--- src/rtl/struct_s.sv ---
// Shared stats-channel definitions: the {addr, val} word carried on stats
// streams and the well-known register addresses.
package struct_s;

  localparam int STATS_ADDR_W = 8;

  typedef struct packed {
    logic [STATS_ADDR_W-1:0] addr;
    logic [31:0]             val;
  } stats_t;

  localparam logic [STATS_ADDR_W-1:0] REG_RX_PKTS  = 8'h00;
  localparam logic [STATS_ADDR_W-1:0] REG_TX_PKTS  = 8'h01;
  localparam logic [STATS_ADDR_W-1:0] REG_RX_BYTES = 8'h02;
  localparam logic [STATS_ADDR_W-1:0] REG_TX_BYTES = 8'h03;
  localparam logic [STATS_ADDR_W-1:0] REG_ERRORS   = 8'h04;
  localparam logic [STATS_ADDR_W-1:0] REG_NOTUSED  = 8'h3F;

endpackage

--- src/rtl/stats_regfile.sv ---
// Simple dual-port NUM_REGS x 32 RAM: one write port, one registered read port.
module stats_regfile #(
  parameter int NUM_REGS = 64,
  parameter int IDX_W    = $clog2(NUM_REGS)
) (
  input  logic             Clk,
  input  logic             we,
  input  logic [IDX_W-1:0] waddr,
  input  logic [31:0]      wdata,
  input  logic [IDX_W-1:0] raddr,
  output logic [31:0]      rdata
);

  logic [31:0] mem_q [NUM_REGS];
  logic [31:0] rdata_q;

  always_ff @(posedge Clk) begin
    if (we) mem_q[waddr] <= wdata;
    rdata_q <= mem_q[raddr];
  end

  assign rdata = rdata_q;

endmodule

--- src/rtl/stats_collector_avlstrm.sv ---
// Stats channel endpoint: keeps the latest value per address, with a CSR read
// port, a clear sweep and saturating update/drop counters.
module stats_collector_avlstrm
  import struct_s::*;
#(
  parameter int                      NUM_REGS  = 64,
  parameter logic [STATS_ADDR_W-1:0] DROP_ADDR = REG_NOTUSED
) (
  input  logic                      Clk,
  input  logic                      Rst,
  // stats_in: a word transfers on a rising edge where valid and ready are both
  // high; the source holds data stable while valid is high and ready is low.
  input  logic                      stats_in_valid,
  output logic                      stats_in_ready,
  input  logic [$bits(stats_t)-1:0] stats_in_data,
  input  logic                      clear,
  output logic                      busy,
  input  logic                      rd_en,
  input  logic [STATS_ADDR_W-1:0]   rd_addr,
  output logic                      rd_valid,
  output logic [31:0]               rd_data,
  output logic [31:0]               upd_cnt,
  output logic [31:0]               drop_cnt,
  output logic                      dbg_state
);

  localparam int                    IDX_W      = $clog2(NUM_REGS);
  localparam int                    AW1        = STATS_ADDR_W + 1;
  localparam logic [AW1-1:0]        NUM_REGS_A = AW1'(NUM_REGS);
  localparam logic [IDX_W-1:0]      LAST_IDX   = IDX_W'(NUM_REGS - 1);

  typedef enum logic {SWEEP = 1'b0, RUN = 1'b1} state_e;

  state_e             state_q, state_d;
  logic [IDX_W-1:0]   idx_q, idx_d;
  logic               wr_vld_q, wr_vld_d;
  logic [IDX_W-1:0]   wr_addr_q, wr_addr_d;
  logic [31:0]        wr_val_q, wr_val_d;
  logic [31:0]        upd_q, upd_d, drop_q, drop_d;
  logic               rd_valid_q, rd_zero_q, rd_zero_d, rd_fwd_q, rd_fwd_d;
  logic [31:0]        rd_fwd_val_q;
  stats_t             word;
  logic               accept, is_drop;
  logic               ram_we;
  logic [IDX_W-1:0]   ram_waddr;
  logic [31:0]        ram_wdata, ram_rdata;

  function automatic logic [31:0] sat_inc(input logic [31:0] v);
    return (v == 32'hFFFF_FFFF) ? v : v + 32'd1;
  endfunction

  assign word           = stats_t'(stats_in_data);
  assign stats_in_ready = (state_q == RUN) && !clear;
  assign accept         = stats_in_valid && stats_in_ready;
  assign is_drop        = (word.addr == DROP_ADDR) || ({1'b0, word.addr} >= NUM_REGS_A);

  always_comb begin
    state_d = state_q;
    idx_d   = idx_q;
    case (state_q)
      SWEEP: begin
        if (clear) begin
          idx_d = '0;
        end else if (idx_q == LAST_IDX) begin
          state_d = RUN;
          idx_d   = '0;
        end else begin
          idx_d = idx_q + 1'b1;
        end
      end
      RUN: begin
        if (clear) begin
          state_d = SWEEP;
          idx_d   = '0;
        end
      end
      default: state_d = SWEEP;
    endcase
  end

  always_comb begin
    wr_vld_d  = accept && !is_drop;
    wr_addr_d = word.addr[IDX_W-1:0];
    wr_val_d  = word.val;
    upd_d     = upd_q;
    drop_d    = drop_q;
    if ((state_q == RUN) && clear) begin
      upd_d  = '0;
      drop_d = '0;
    end else if (accept) begin
      if (is_drop) drop_d = sat_inc(drop_q);
      else         upd_d  = sat_inc(upd_q);
    end
  end

  // Reads forward the write-stage value committing on the same edge, since the
  // RAM's registered read would still see the old contents.
  always_comb begin
    rd_zero_d = (state_q == SWEEP) || ({1'b0, rd_addr} >= NUM_REGS_A);
    rd_fwd_d  = wr_vld_q && (wr_addr_q == rd_addr[IDX_W-1:0]);
  end

  always_ff @(posedge Clk) begin
    if (Rst) begin
      state_q    <= SWEEP;
      idx_q      <= '0;
      wr_vld_q   <= 1'b0;
      upd_q      <= '0;
      drop_q     <= '0;
      rd_valid_q <= 1'b0;
      rd_zero_q  <= 1'b1;
      rd_fwd_q   <= 1'b0;
    end else begin
      state_q    <= state_d;
      idx_q      <= idx_d;
      wr_vld_q   <= wr_vld_d;
      upd_q      <= upd_d;
      drop_q     <= drop_d;
      rd_valid_q <= rd_en;
      rd_zero_q  <= rd_zero_d;
      rd_fwd_q   <= rd_fwd_d;
    end
    wr_addr_q    <= wr_addr_d;
    wr_val_q     <= wr_val_d;
    rd_fwd_val_q <= wr_val_q;
  end

  // Reset drops a pending write-stage commit; the restarted sweep owns the port.
  assign ram_we    = !Rst && ((state_q == SWEEP) || wr_vld_q);
  assign ram_waddr = (state_q == SWEEP) ? idx_q : wr_addr_q;
  assign ram_wdata = (state_q == SWEEP) ? 32'd0 : wr_val_q;

  stats_regfile #(
    .NUM_REGS (NUM_REGS),
    .IDX_W    (IDX_W)
  ) u_regfile (
    .Clk   (Clk),
    .we    (ram_we),
    .waddr (ram_waddr),
    .wdata (ram_wdata),
    .raddr (rd_addr[IDX_W-1:0]),
    .rdata (ram_rdata)
  );

  assign rd_valid  = rd_valid_q;
  assign rd_data   = rd_zero_q ? 32'd0 : (rd_fwd_q ? rd_fwd_val_q : ram_rdata);
  assign busy      = (state_q == SWEEP);
  assign upd_cnt   = upd_q;
  assign drop_cnt  = drop_q;
  assign dbg_state = state_q;

endmodule

--- config.mk ---
export PLATFORM = sky130hd
export DESIGN_NAME = stats_collector_avlstrm
export DESIGN_NICKNAME = d
export VERILOG_FILES = /design/src/rtl/struct_s.sv /design/src/rtl/stats_regfile.sv /design/src/rtl/stats_collector_avlstrm.sv
export SDC_FILE = /design/constraint.sdc
export NUM_CORES = 2
export LEC_CHECK = 0
export ABC_AREA = 1
export CAP_MARGIN = 10
export CORE_MARGIN = 4
export CORE_UTILIZATION = 40
export CTS_CLUSTER_SIZE = 8
export DETAILED_ROUTE_END_ITERATION = 6
export SYNTH_ARGS = -nofsm -noshare
export SYNTH_HDL_FRONTEND = slang
export SYNTH_HIERARCHICAL = 1
export SYNTH_SLANG_ARGS = --single-unit
--- constraint.sdc ---
create_clock -name Clk -period 9.1 [get_ports Clk]
set_input_delay 1.365 -clock Clk [delete_from_list [all_inputs] [get_ports Clk]]
set_output_delay 1.365 -clock Clk [all_outputs]
set_load 0.1 [all_outputs]
======== After elaboration in Yosys (flattened, before gate mapping) ========
Memories as Yosys holds them, arrays and structs flattened. A register that Yosys moved wholly into a read port is not among the register bits.
Cells that the tools add are included.
cells by class
  order comparisons ....................... 2
  shifts and indexed selects .............. 0
  divide/modulo/power cells ............... 0
  bitwise gates (word level) .............. 4
  $add $sub $neg .......................... 3
  reductions and logical operators ........ 15
  equality and inequality tests ........... 6
  muxes and demuxes ....................... 14
  multiply operators ...................... 0
operators with widths
  operator                                                           number
  2-to-1 mux 32 bit                                                  3
  adder 32 x 1 -> 32 bit, second input constant                      2
  == test 32 bit, second input constant                              2
  2-to-1 mux 6 bit                                                   4
  greater-or-equal comparator 8 x 7 -> 1 bit, second input constant  2
  case mux 6 bit (2 select lines)                                    1
  == test 8 x 6 -> 1 bit, second input constant                      1
  adder 6 x 1 -> 6 bit, second input constant                        1
  == test 6 bit                                                      1
  == test 6 bit, second input constant                               1
  logical AND 1 bit                                                  6
  AND reduction 3 bit                                                2
  2-to-1 mux 1 bit                                                   5
  inverter 1 bit                                                     4
  logical NOT 1 bit                                                  3
  logical OR 1 bit                                                   3
  inequality test 2 bit, second input constant                       1
  case mux 1 bit (2 select lines)                                    1
  OR reduction 2 bit                                                 1
storage, ports and cells
  logic and storage cells ................. 56
  flip-flop bits (word level) ............. 145
  output and inout bits ................... 100
  memories ................................ 1
  input port bits ......................... 53
  memory bits (writable) .................. 2,048
  memory bits (read-only) ................. 0
  latch bits .............................. 0
memory list
  name             depth  bits a word  rd ports  clocked after memory_dff  wr ports  line                 source
  u_regfile.mem_q  64     32           1         1                         1         stats_regfile.sv:14  logic [31:0] mem_q [NUM_REGS];

======== Logic depth before layout (Yosys ltp) ========
  depth in word-level cells ............... 5
  mapped depth ............................ 13

======== By module ========
Netlist, hierarchy kept.
by module, submodules not included
  module                   cells each  area each (um^2)  seq. area each (um^2)  times used
  stats_regfile            6,769       82,738.1          62,139.6               1
  stats_collector_avlstrm  1,039       6,957.9           2,902.8                1

======== Least setup slack after synthesis ========
OpenSTA, ideal clock, no wires.
  path type ............................... reg2reg
  start point ............................. register state_q (netlist: dbg_state)
  end point ............................... memory u_regfile.mem_q[50][0], enable pin
  arrival ................................. 5.369 ns
  stages on the path, launching flop included .. 6
  path slack .............................. 3.228 ns
  library setup time ...................... 0.503 ns
  path through ............................ dfxtp_1 -> inv_2 -> o21ai_0 -> clkbuf_1 -> inv_1 -> nor4_1
between the ends
  longest elaborated chain between the ends .. 5
  elaborated cells between the ends (all ways) .. 6
  those cells by class .................... 3 x mux; 1 x bitwise; 2 x reduce/logical
RTL lines
  item                                    line                            source
  start: declaration                      stats_collector_avlstrm.sv:34   state_e state_q, state_d;
  start signal: assignment                stats_collector_avlstrm.sv:114  state_q <= state_d;
  inverter 1 bit                          --
  named net busy                          stats_collector_avlstrm.sv:17   output logic busy,
  logical OR 1 bit                        stats_collector_avlstrm.sv:129  assign ram_we = !Rst && ((state_q == SWEEP) || wr_vld_q);
  logical AND 1 bit                       stats_collector_avlstrm.sv:129
  2-to-1 mux 1 bit                        stats_regfile.sv:18             if (we) mem_q[waddr] <= wdata;
  2-to-1 mux 1 bit (implied by the code)  stats_regfile.sv:18
  end: declaration                        stats_regfile.sv:14
The timed path passes the listed nets, and every way through them passes these cells.

======== Worst setup path in the final report ========
  start point ............................. register rd_fwd_q
  end point ............................... output port rd_data[18]
between the ends
  longest elaborated chain between the ends .. 2
RTL lines
  item                             line                            source
  start: declaration               stats_collector_avlstrm.sv:40   logic rd_valid_q, rd_zero_q, rd_zero_d, rd_fwd_q, rd_fwd_d;
  start signal: assignment         stats_collector_avlstrm.sv:121  rd_fwd_q <= rd_fwd_d;
  2-to-1 mux 32 bit (2 in series)  stats_collector_avlstrm.sv:146  assign rd_data = rd_zero_q ? 32'd0 : (rd_fwd_q ? rd_fwd_val_q : ram_rdata);
  end: declaration                 stats_collector_avlstrm.sv:21   output logic [31:0] rd_data,
Every way passes these cells.

==> flow_metrics.tcl <==
set metrics [dict create \
    status "complete, no violations" \
    seq_area_frac_synth_pct 72.51 \
    overflow 0 \
    place_ws_ns 4.027 \
    muxShareOfSynthArea_pct 0 \
    path_clk_slew_ns 0.05 \
    post_cts_resize_count 0 \
    p_int_mw 17.91 \
    tightestPinTransition_ns 1.285 \
    start_kind "flip-flop" \
    synth_warnings 6 \
    numPortBuffers 152 \
    synthesis.nets 7864 \
    synthesis.area_um2 89700 \
    peakVddDrop_v 0.0001423 \
    core-area_um2 222700 \
    seqPwrFrac_pct 48.9 \
    ios 153 \
    grt_pass1_vias 56534 \
    cp_max_fo 33 \
    hold_path_class "reg -> reg" \
    nets 7978 \
    fp.dieH_um 481.5 \
    dieArea_um2 231900 \
    report.final.slew_viol_count 0 \
    post-cts-setup-buffer-count 0 \
    place.gp.congestion 0.9212 \
    drive_above_1_share_pct 7.591 \
    rsz0062_at_grt "no" \
    p_clk_share_pct 46.9 \
    yosys_register_bits 2225 \
    p_switching_mw 4.844 \
    cts_tree "built" \
    relSlewSlack_pct 14.34 \
    vias 61234 \
    rows 173 \
    final.fill_count 19814 \
    syn_inst 7808 \
    cts-root-buf "clkbuf_16" \
    synthAdderAreaFrac_pct 0.04185 \
    cts_max_level 5 \
    cts_made_buffers 328 \
    antenna_found_initial 18 \
    criticalPathCategory "reg -> out" \
    switching_share_pct 21.29 \
    grt_pass1_wl_mm 389.4 \
    wl_per_cell_um 24.51 \
    synth_cell_types 35 \
    drc 0 \
    routed_wl_mm 269.7 \
    grtUsageTotal_pct 22.68 \
    synth-simple-area-share_pct 23.44 \
    finalCritPeriodShare_pct 58.52 \
    post-route-min-period_ns 5.325 \
    critPathArrivalTime_ns 3.96 \
    drv_cap 0 \
    synthXorXnorAreaFrac_pct 0.2343 \
    die_w_um 481.5 \
    finalSetupTns_ns 0 \
    synth_compound_area_share_pct 0.6570 \
    p_leak_nw 37.88 \
    max_freq_mhz 187.8 \
    dr.pass1.iters 6 \
    critPathRequiredTime_ns 7.74 \
    grt_max_degree 195 \
    p_total_mw 22.76 \
    finClkSkew_ns 0.07784 \
    drt_iter0_drc 8029 \
    critPathCaptureType "primary output" \
    finalHoldViolCount 0 \
    initial_utilization_pct 40.27 \
    p_per_area_nw_per_um2 221.1 \
    cts_num_sinks 2225 \
    area_growth_pct 14.73 \
    postCtsHoldBufs 0 \
    via_per_inst 5.566 \
    setup_violations 0 \
    clk_latency_ns 0.95 \
    worst_slack_ns 3.775 \
    min_path_cells 0 \
    synth_top_family_by_area "simple AND/OR/NAND/NOR gates" \
    clk_path_buf_depth 4 \
    syn_area_per_cell_um2 11.49 \
    hold-worst-slack_ns 0.3506 \
    power_frac_comb_pct 4.2 \
    ant_nets 0 \
    rr_worst_depth 8 \
    hpwlAfterDp_mm 145.5 \
]
==> flip-flops by register name (all words and copies together), names as in the netlist <==
register and cells:
dbg_state 1, drop_cnt 32, idx_q 6, rd_fwd_q 1, rd_fwd_val_q 32, rd_valid 1, rd_zero_q 1, u_regfile/mem_q 2048
u_regfile/rdata 32, upd_cnt 32, wr_addr_q 6, wr_val_q 32, wr_vld_q 1
==> power groups by stage <==
stage	clock network [mW]	registers (mW)	logic (mW)
2_1_floorplan	0	11.3	0.579
3_3_place_gp	0	11.3	0.927
3_5_place_dp	0	11.3	0.933
4_1_cts	10.8	11.1	0.936
5_1_grt	11.3	11.1	1.01
6_report	10.7	11.1	0.951
==> layout make-up <==
class | count | area, µm² | area share (%)
antenna | 4 | 10.01 | 0.009727
sequential | 2225 | 65040 | 63.21
tap | 2975 | 3722 | 3.617
clock buffer | 427 | 8771 | 8.523
inverter | 96 | 429.2 | 0.4170
multi-input combinational | 5007 | 22350 | 21.72
timing repair buffer | 264 | 2529 | 2.457
clock inverter | 4 | 52.55 | 0.05107
==> metrics by stage <==
| stage | utilization [%] | std cells | cell area (µm²) |
|---|---|---|---|
| floorplan | - | 7808 | 89700 |
| finish | 46.20 | 11002 | 102900 |
| global route | 46.20 | 10999 | 102900 |
| global placement | 42.22 | 10566 | 94050 |
| CTS | 46.20 | 10998 | 102900 |
| detailed placement | 42.24 | 10567 | 94070 |
==> cells by family (layout without fill, tap and decap cells) <==
kind of cell,count (synthesis),in the layout
compound gates,109,109
simple gates,4871,4871
xor+xnor,24,24
buf+inv,576,791
flops,2225,2225
fa+ha+maj,3,3
other cells,0,4
==> Yosys cell counts, drive strengths merged <==
master  count  area [µm²]
nand2    2678       10120
edfxtp   2048       61500
nand3    1939        9729
buf       382        2062
nor2      203       825.8
dfxtp     177        3543
clkbuf     98       367.9
inv        96       362.8
a21oi      92       498.0
nand3b     24       180.2
o21ai      14       70.07
xor2       14       122.6
nand4      13       81.33
nor4       10       62.56
xnor2      10       87.58
ha          3       37.54
nor3        3       15.01
a22o        1       8.760
a31oi       1       6.260
and2        1       6.260
o22ai       1       6.260
==> final timing paths <==
check	from	end	slack (ns)
setup / recovery	rd_fwd_q	rd_data[18]	3.78
hold / removal	wr_val_q[21]	rd_fwd_val_q[21]	0.35
setup reg to reg	dbg_state	u_regfile/mem_q[57][11]	4.92
hold reg to reg	wr_val_q[21]	rd_fwd_val_q[21]	0.35
==> critical path: stages, from the launching register on <==
cell and delay [ns]:
dfxtp_1 0.30, buf_4 0.28, inv_1 0.38, buf_4 0.35, nand2_1 0.12, a21oi_1 0.39
clkdlybuf4s50_1 1.22
==> layer usage <==
layer	global-route usage [%]	share of wire (%)
met2	33.92	44
met1	32.14	41
met5	0	0.024
met3	5.746	11
met4	8.017	3.5
==> layout by cell type (no fill, tap or decap), drive strengths merged, types with 24 or more instances in the layout <==
master / n
clkdlybuf4s50: 146
inv: 72
a21oi: 92
dfxtp: 177
nand2: 2678
nand3b: 24
nor2: 203
clkbuf: 427
edfxtp: 2048
nand3: 1939
buf: 118
clkinv: 27
Note: power is estimated with default switching activity, not from simulation.
